--- config.mk ---
export PLATFORM = sky130hd
export DESIGN_NAME = data_mem_responder_flat
export DESIGN_NICKNAME = d
export VERILOG_FILES = /design/src/rtl/data_mem_responder_pkg.sv /design/src/rtl/data_mem_responder_if.sv /design/src/rtl/data_mem_responder_array.sv /design/src/rtl/data_mem_responder.sv /design/src/flat_wrapper.sv
export SDC_FILE = /design/constraint.sdc
export NUM_CORES = 2
export LEC_CHECK = 0
export CAP_MARGIN = 5
export CORE_ASPECT_RATIO = 0.6
export CORE_MARGIN = 2
export CORE_UTILIZATION = 25
export CTS_CLUSTER_SIZE = 16
export DETAILED_ROUTE_END_ITERATION = 8
export HOLD_SLACK_MARGIN = 0.06
export PLACE_DENSITY_LB_ADDON = 0.25
export REMOVE_ABC_BUFFERS = 1
export SLEW_MARGIN = 20
export SYNTH_ARGS = -nofsm -noshare
export SYNTH_HDL_FRONTEND = slang
export SYNTH_SLANG_ARGS = --single-unit
--- constraint.sdc ---
create_clock -name clk -period 3.6 [get_ports clk]
set_clock_uncertainty 0.05 [all_clocks]
set_input_delay 0.72 -clock clk [delete_from_list [all_inputs] [get_ports clk]]
set_output_delay 0.72 -clock clk [all_outputs]
set_load 0.05 [all_outputs]
--- src/rtl/data_mem_responder_pkg.sv ---
// Shared types and constants for the MEM-stage data memory responder.
// Package dmem_pkg: FSM state encoding, wait-state counter width, word width.
package dmem_pkg;

  localparam int WORD_W = 32;
  localparam int CNT_W  = 4;   // wait-state counter, holds 0..15

  typedef enum logic [1:0] {
    IDLE = 2'd0,
    WAIT = 2'd1,
    ACK  = 2'd2
  } state_t;

endpackage

--- src/rtl/data_mem_responder_if.sv ---
// Data access port between the pipeline's MEM stage (master) and the
// timed data memory (slave). Optional feature macro: DMEM_ALIGN_CHECK_EN
// adds the err misalignment flag.
interface data_mem_responder_if;
  import dmem_pkg::*;

  logic              MemRead;
  logic              MemWrite;
  logic [WORD_W-1:0] Adress;
  logic [WORD_W-1:0] WriteData;
  logic [WORD_W-1:0] ReadData;
  logic              stall;
  logic              ack;
`ifdef DMEM_ALIGN_CHECK_EN
  logic              err;

  modport master (output MemRead, MemWrite, Adress, WriteData,
                  input  ReadData, stall, ack, err);
  modport slave  (input  MemRead, MemWrite, Adress, WriteData,
                  output ReadData, stall, ack, err);
`else
  modport master (output MemRead, MemWrite, Adress, WriteData,
                  input  ReadData, stall, ack);
  modport slave  (input  MemRead, MemWrite, Adress, WriteData,
                  output ReadData, stall, ack);
`endif

endinterface

--- src/rtl/data_mem_responder_array.sv ---
// dmem_array: synchronous-write, registered-read word array. The read
// register is reset to zero; the storage itself is not.
module dmem_array
  import dmem_pkg::*;
#(
  parameter int DEPTH = 64
) (
  input  logic                     clk,
  input  logic                     rst_n,
  input  logic                     we,
  input  logic                     re,
  input  logic                     rd_clr,  // read returns 0 instead of the word
  input  logic [$clog2(DEPTH)-1:0] idx,
  input  logic [WORD_W-1:0]        wdata,
  output logic [WORD_W-1:0]        rdata
);

  logic [WORD_W-1:0] mem [DEPTH];

  // Word storage, written on the commit edge.
  // NOTE: storage has no reset branch so it maps onto RAM; only control
  // and output registers are reset.
  always_ff @(posedge clk) begin
    if (we) mem[idx] <= wdata;
  end

  // Registered read port; holds until the next completed read.
  // NOTE: sequential state uses <= so every flop samples pre-edge values.
  always_ff @(posedge clk or negedge rst_n) begin
    if (!rst_n)      rdata <= '0;
    else if (re)     rdata <= rd_clr ? '0 : mem[idx];
  end

endmodule

--- src/rtl/data_mem_responder.sv ---
// data_mem_responder: multi-cycle responder for the MEM-stage data port.
// Captures a request in IDLE, counts WAIT_CYCLES wait states, commits the
// access on the edge into ACK and pulses ack for one cycle. stall freezes
// the pipeline while the access is outstanding.
// Optional feature macro: DMEM_ALIGN_CHECK_EN (err flag, misaligned
// writes suppressed, misaligned reads return 0).
module data_mem_responder
  import dmem_pkg::*;
#(
  parameter int DEPTH       = 64,
  parameter int WAIT_CYCLES = 2
) (
  input logic                  clk,
  input logic                  rst_n,
  data_mem_responder_if.slave  bus
);

  localparam int IDX_W = $clog2(DEPTH);

  state_t             state;
  logic [CNT_W-1:0]   cnt;
  logic               wr_q;
  logic [IDX_W-1:0]   idx_q;
  logic [WORD_W-1:0]  wdata_q;
  logic               ack_q;
`ifdef DMEM_ALIGN_CHECK_EN
  logic               mis_q;
  logic               err_q;
  logic               mis_live;
`endif

  logic               req;
  logic               in_idle;
  logic               commit;
  logic               c_wr;
  logic               c_mis;
  logic [IDX_W-1:0]   c_idx;
  logic [WORD_W-1:0]  c_wdata;
  logic               arr_we;
  logic               arr_re;
  logic [WORD_W-1:0]  rdata;
  logic               unused_addr;

  assign req     = bus.MemRead | bus.MemWrite;
  assign in_idle = (state == IDLE);

  // Address bits above the word index (and the byte offset when alignment
  // checking is off) do not select anything: out-of-range addresses wrap.
  assign unused_addr = ^{bus.Adress[WORD_W-1:IDX_W+2], bus.Adress[1:0]};

`ifdef DMEM_ALIGN_CHECK_EN
  assign mis_live = (bus.Adress[1:0] != 2'b00);
`endif

  // The access commits on the edge into ACK: straight from IDLE when there
  // are no wait states, otherwise at the end of the last WAIT cycle.
  // Gated by rst_n so an edge during reset never writes the array.
  assign commit = rst_n &
                  ((in_idle & req & (WAIT_CYCLES == 0)) |
                   ((state == WAIT) & (cnt == CNT_W'(1))));

  // Select live inputs when committing from IDLE, captured copies otherwise.
  // NOTE: every always_comb output gets a default first so no latch is inferred.
  always_comb begin
    c_wr    = wr_q;
    c_idx   = idx_q;
    c_wdata = wdata_q;
    c_mis   = 1'b0;
`ifdef DMEM_ALIGN_CHECK_EN
    c_mis   = mis_q;
`endif
    if (in_idle) begin
      c_wr    = bus.MemWrite;  // both requests high counts as a write
      c_idx   = bus.Adress[IDX_W+1:2];
      c_wdata = bus.WriteData;
`ifdef DMEM_ALIGN_CHECK_EN
      c_mis   = mis_live;
`endif
    end
  end

  assign arr_we = commit &  c_wr & ~c_mis;
  assign arr_re = commit & ~c_wr;

  dmem_array #(.DEPTH(DEPTH)) u_array (
    .clk    (clk),
    .rst_n  (rst_n),
    .we     (arr_we),
    .re     (arr_re),
    .rd_clr (c_mis),
    .idx    (c_idx),
    .wdata  (c_wdata),
    .rdata  (rdata)
  );

  // Request FSM with wait-state counter and registered ack/err.
  always_ff @(posedge clk or negedge rst_n) begin
    if (!rst_n) begin
      state   <= IDLE;
      cnt     <= '0;
      wr_q    <= 1'b0;
      idx_q   <= '0;
      wdata_q <= '0;
      ack_q   <= 1'b0;
`ifdef DMEM_ALIGN_CHECK_EN
      mis_q   <= 1'b0;
      err_q   <= 1'b0;
`endif
    end else begin
      ack_q <= 1'b0;
`ifdef DMEM_ALIGN_CHECK_EN
      err_q <= 1'b0;
`endif
      case (state)
        IDLE: begin
          if (req) begin
            wr_q    <= bus.MemWrite;
            idx_q   <= bus.Adress[IDX_W+1:2];
            wdata_q <= bus.WriteData;
            cnt     <= CNT_W'(WAIT_CYCLES);
`ifdef DMEM_ALIGN_CHECK_EN
            mis_q   <= mis_live;
`endif
            if (WAIT_CYCLES == 0) begin
              state <= ACK;
              ack_q <= 1'b1;
`ifdef DMEM_ALIGN_CHECK_EN
              err_q <= mis_live;
`endif
            end else begin
              state <= WAIT;
            end
          end
        end
        WAIT: begin
          cnt <= cnt - CNT_W'(1);
          if (cnt == CNT_W'(1)) begin
            state <= ACK;
            ack_q <= 1'b1;
`ifdef DMEM_ALIGN_CHECK_EN
            err_q <= mis_q;
`endif
          end
        end
        ACK:     state <= IDLE;  // a request held here is sampled next IDLE
        default: state <= IDLE;
      endcase
    end
  end

  assign bus.stall    = rst_n & ((in_idle & req) | (state == WAIT));
  assign bus.ack      = ack_q;
  assign bus.ReadData = rdata;
`ifdef DMEM_ALIGN_CHECK_EN
  assign bus.err      = err_q;
`endif

endmodule

--- src/flat_wrapper.sv ---
// flat-port wrapper written by rule: the top's interface ports become plain ports
module data_mem_responder_flat import dmem_pkg::*;
#(
  parameter int DEPTH       = 64,
  parameter int WAIT_CYCLES = 2
)
  (clk, rst_n, bus_MemRead, bus_MemWrite, bus_Adress, bus_WriteData, bus_ReadData, bus_stall, bus_ack);
  data_mem_responder_if bus_i ();
  input logic clk;
  input logic rst_n;
  input wire logic [$bits(bus_i.MemRead)-1:0] bus_MemRead;
  input wire logic [$bits(bus_i.MemWrite)-1:0] bus_MemWrite;
  input wire logic [$bits(bus_i.Adress)-1:0] bus_Adress;
  input wire logic [$bits(bus_i.WriteData)-1:0] bus_WriteData;
  output wire logic [$bits(bus_i.ReadData)-1:0] bus_ReadData;
  output wire logic [$bits(bus_i.stall)-1:0] bus_stall;
  output wire logic [$bits(bus_i.ack)-1:0] bus_ack;
  assign bus_i.MemRead = bus_MemRead;
  assign bus_i.MemWrite = bus_MemWrite;
  assign bus_i.Adress = bus_Adress;
  assign bus_i.WriteData = bus_WriteData;
  assign bus_ReadData = bus_i.ReadData;
  assign bus_stall = bus_i.stall;
  assign bus_ack = bus_i.ack;
  data_mem_responder #(.DEPTH(DEPTH), .WAIT_CYCLES(WAIT_CYCLES)) u_core (.clk(clk), .rst_n(rst_n), .bus(bus_i));
endmodule
==> metrics.txt <==
period utilization 99.9%; max-cap check violation count 0; Clock Tree Buf Depth 4; sequential cell area 63500 um2; switching power 35.3 mW; Final GP Congestion 0.872; Mean Syn Cell Area 16.5 um2; final hold viol count 0; slowest cell delay on critical path 0.41 ns; global route total overflow 0; IO Pins 102; Final Core Density 31.9%; first-pass GRT wire length 457000 um; Hold WC Path Type primary input to asynchronous set/reset pin; critical path's top delay family simple AND/OR/NAND/NOR gates; critical path buffer and inverter count 5; Power per Cell Area 896 nW/um2; pre-CTS setup slack -1.05 ns; Worst-Skew Late Latency 0.87 ns; post-synthesis xor/xnor area fraction 0%; vias after detailed routing 53100; Internal Dissipation 57.4 mW; Post-route DRC 0; register area share after synthesis 78.0%; post-synth top area cell edfxtp_1; Syn. warnings 0; top area cells in the synthesized netlist edfxtp_1, mux2i_1, a22oi_1, nand2_1, dfrtp_1; status complete, no violations; Seq pwr share 35.6%; Final Power 92.7 mW; Top FF cell, synth edfxtp_1; Seq cells post-synth 2126; Slew @ Worst Pin 1.19 ns; Worst EP arrival 4.31 ns; post-layout instance area 103000 um2; total track usage 20.2%; fraction of the mapped netlist area in simple logic gates 4.43%; Port Buf Inserts 75; root buffer cell clkbuf_16; Initial Util 25.1%; CTS buffer count 201; Final Max Tran Viols 0; area of the multi-input gates 17200 um2; Post-synth EDFFs 2048; CTS sink cnt 2126; pin count of the biggest net entering global routing 65; remaining antenna violation count 0; Die Height 446 um; Gate Count Post-Synth 4940; Clock Power Share 22.7%; WL final 345000 um; f_max 278 MHz; hpwl dp 224000 um; Mapped Area 81300 um2; Worst EP required 4.31 ns; Synth Area in Compound Gates 8.90%; Die ar. 330000 um2; Critical-path top delay cell dfrtp_1; Leak Pwr 35.0 nW; CP most frequent cell buf_4; DP Area 97000 um2; drt pass-1 iters 6; WS Path Type flop to flop; Routed wire per std cell 33.2 um; Synth cell types 67; fin nets 5946; die span in x 740 um; RSZ-0062 raised after global routing false; peak supply drop 0.000826 V; DR iter-0 viols 8751; worst hold margin 0.264 ns; crit path time final 3.60 ns; clock-pin slew on the worst setup and hold paths 0.07 ns; Critical Path Start Type flop; final worst slack 0.00469 ns; crit-path cells or2_2, mux2i_4, buf_4, buf_12, buf_4, buf_4, mux2i_1, o22ai_1, o21ai_1, buf_4, nand4_1, nor2_1, o21ai_0; Critical Path End Type flop; Rows 162; vias in the first global route 49900; Async SR Flop Fraction 3.67%; Filler cells 31700; adder-cell share of the synthesized area 0.0308%; Yosys top cell area share 75.6%; Layout area overhead 27.1%; final setup violation count 0; largest family of logic cells by synthesized area compound AO/OA/AOI/OAI gates; layout cell share with drive strength beyond 1 23.5%; relative slew slack 20.8%; initial antenna violation count 29; Logic pwr share 41.7%; H-tree Lvls 4; worst-path maximum fanout 9; CTS tree built; mux share of post-synthesis cell area 6.73%; total core area 324000 um2; Vias/cell 5.11; Sw Ratio 38.1%
kinds of logic after synthesis:
kind of cell / Yosys count
adder cells (fa/ha/maj): 2
AND/OR/NAND/NOR: 851
flip-flops: 2126
multiplexers: 539
buffers and inverters: 293
AO/OA/AOI/OAI: 1129
synthesized netlist by cell type (all sizes together) (15+ instances only):
cell and count:
o22ai 243, edfxtp 2048, o211ai 15, nor2 131, nor3 30, o21ai 301
clkbuf 81, a21oi 135, nor4 18, a221oi 22, nand4 52, a22o 27
mux2i 492, nand2 545, a22oi 285, buf 207, mux2 47, dfrtp 78
nand3 34, a31oi 39
registers in the layout (all words and copies together), names as in the netlist:
signal                cells
u_core.state              2
u_core.u_array.rdata     32
u_core.idx_q              6
u_core.wdata_q           32
u_core.u_array.mem     2048
u_core.wr_q               1
u_core.bus.ack            1
u_core.cnt                4
layout make-up:
type                       instances  share of cell area [%]
tap                             4346                    5.26
clock inverter                    79                   0.664
clock buffer                     279                    5.31
sequential                      2126                    61.4
timing repair buffer            1021                    10.8
antenna                            6                  0.0145
multi-input combinational       2521                    16.6
inverter                           5                  0.0182
timing repair:
item                                    in CTS  in global routing
pin swaps                                    2                  3
cloned                                       0                  1
setup buffers                               10                  2
gates resized for setup                     13                 29
hold buffers                                 1                  0
endpoints found under the hold margin       12                  0
endpoints found under the setup margin      18                 19
metrics by stage:
stage / setup TNS, ns / instances
2_1_floorplan: -7323.32 / 4652
3_3_place_gp: -298.27 / 10000
3_5_place_dp: -321.76 / 10000
4_1_cts: 0 / 10400
5_1_grt: 0 / 10400
6_report: 0 / 10400
placed cells by master (no fill, tap or decap), types with 6 or more instances in the layout:
cell type        instances
a21oi_1                134
a221oi_1                22
a222oi_1                 8
a22o_1                  27
a22oi_1                285
a31oi_1                 38
buf_12                 258
buf_4                  685
bufinv_16               11
clkbuf_1                63
clkbuf_16              204
clkbuf_8                13
clkdlybuf4s50_1         73
clkinv_1                31
clkinv_2                24
dfrtp_1                 78
diode_2                  6
edfxtp_1              2048
inv_6                    6
mux2_2                  45
mux2i_1                490
nand2_1                507
nand2_2                 37
nand2b_1                14
nand3_1                 32
nand4_1                 52
nor2_1                  47
nor2_2                  13
nor2_4                  71
nor3_1                  29
nor4_1                  15
o2111ai_1               10
o211ai_1                15
o21ai_0                266
o21ai_1                 29
o22ai_1                235
o22ai_4                  8
o31a_1                  12
path summary, 6_finish.rpt:
| check | from | endpoint | slack [ns] | depth (start not counted) |
|---|---|---|---|---|
| max in group asynchronous | rst_n | u_core.wdata_q[26]$_DFFE_PN0P_ | 1.39 | 4 |
| max | u_core.state[1]$_DFFE_PN0P_ | u_core.u_array.rdata[7]$_DFFE_PN0P_ | 0.005 | 13 |
| min reg2reg | u_core.u_array.rdata[31]$_DFFE_PN0P_ | u_core.u_array.rdata[31]$_DFFE_PN0P_ | 0.44 | 2 |
| min | rst_n | u_core.u_array.rdata[28]$_DFFE_PN0P_ | 0.26 | 2 |
| max reg2reg | u_core.state[1]$_DFFE_PN0P_ | u_core.u_array.rdata[7]$_DFFE_PN0P_ | 0.005 | 13 |
| min in group clk | u_core.u_array.rdata[31]$_DFFE_PN0P_ | u_core.u_array.rdata[31]$_DFFE_PN0P_ | 0.44 | 2 |
metal layers:
| layer | global-route usage, % | share of wire (%) | vias to the layer above |
|---|---|---|---|
| met3 | 4.90 | 11 | 376 |
| met5 | 0 | 0.0026 | - |
| met2 | 28.3 | 40 | 3110 |
| met4 | 3.95 | 2.1 | 2 |
| li1 | - | - | 21500 |
| met1 | 31.4 | 46 | 28100 |
power by group through the flow:
stage	Combinational (mW)	Sequential, mW	Clock (mW)
final	38.7	33.0	21.0
after detailed placement	37.5	33.5	0
after global placement	37.3	33.5	0
after CTS	37.8	33.0	21.3
after floorplan	13.9	34.1	0
after global routing	39.9	33.0	22.2
Note: power is estimated with default switching activity, not from simulation.
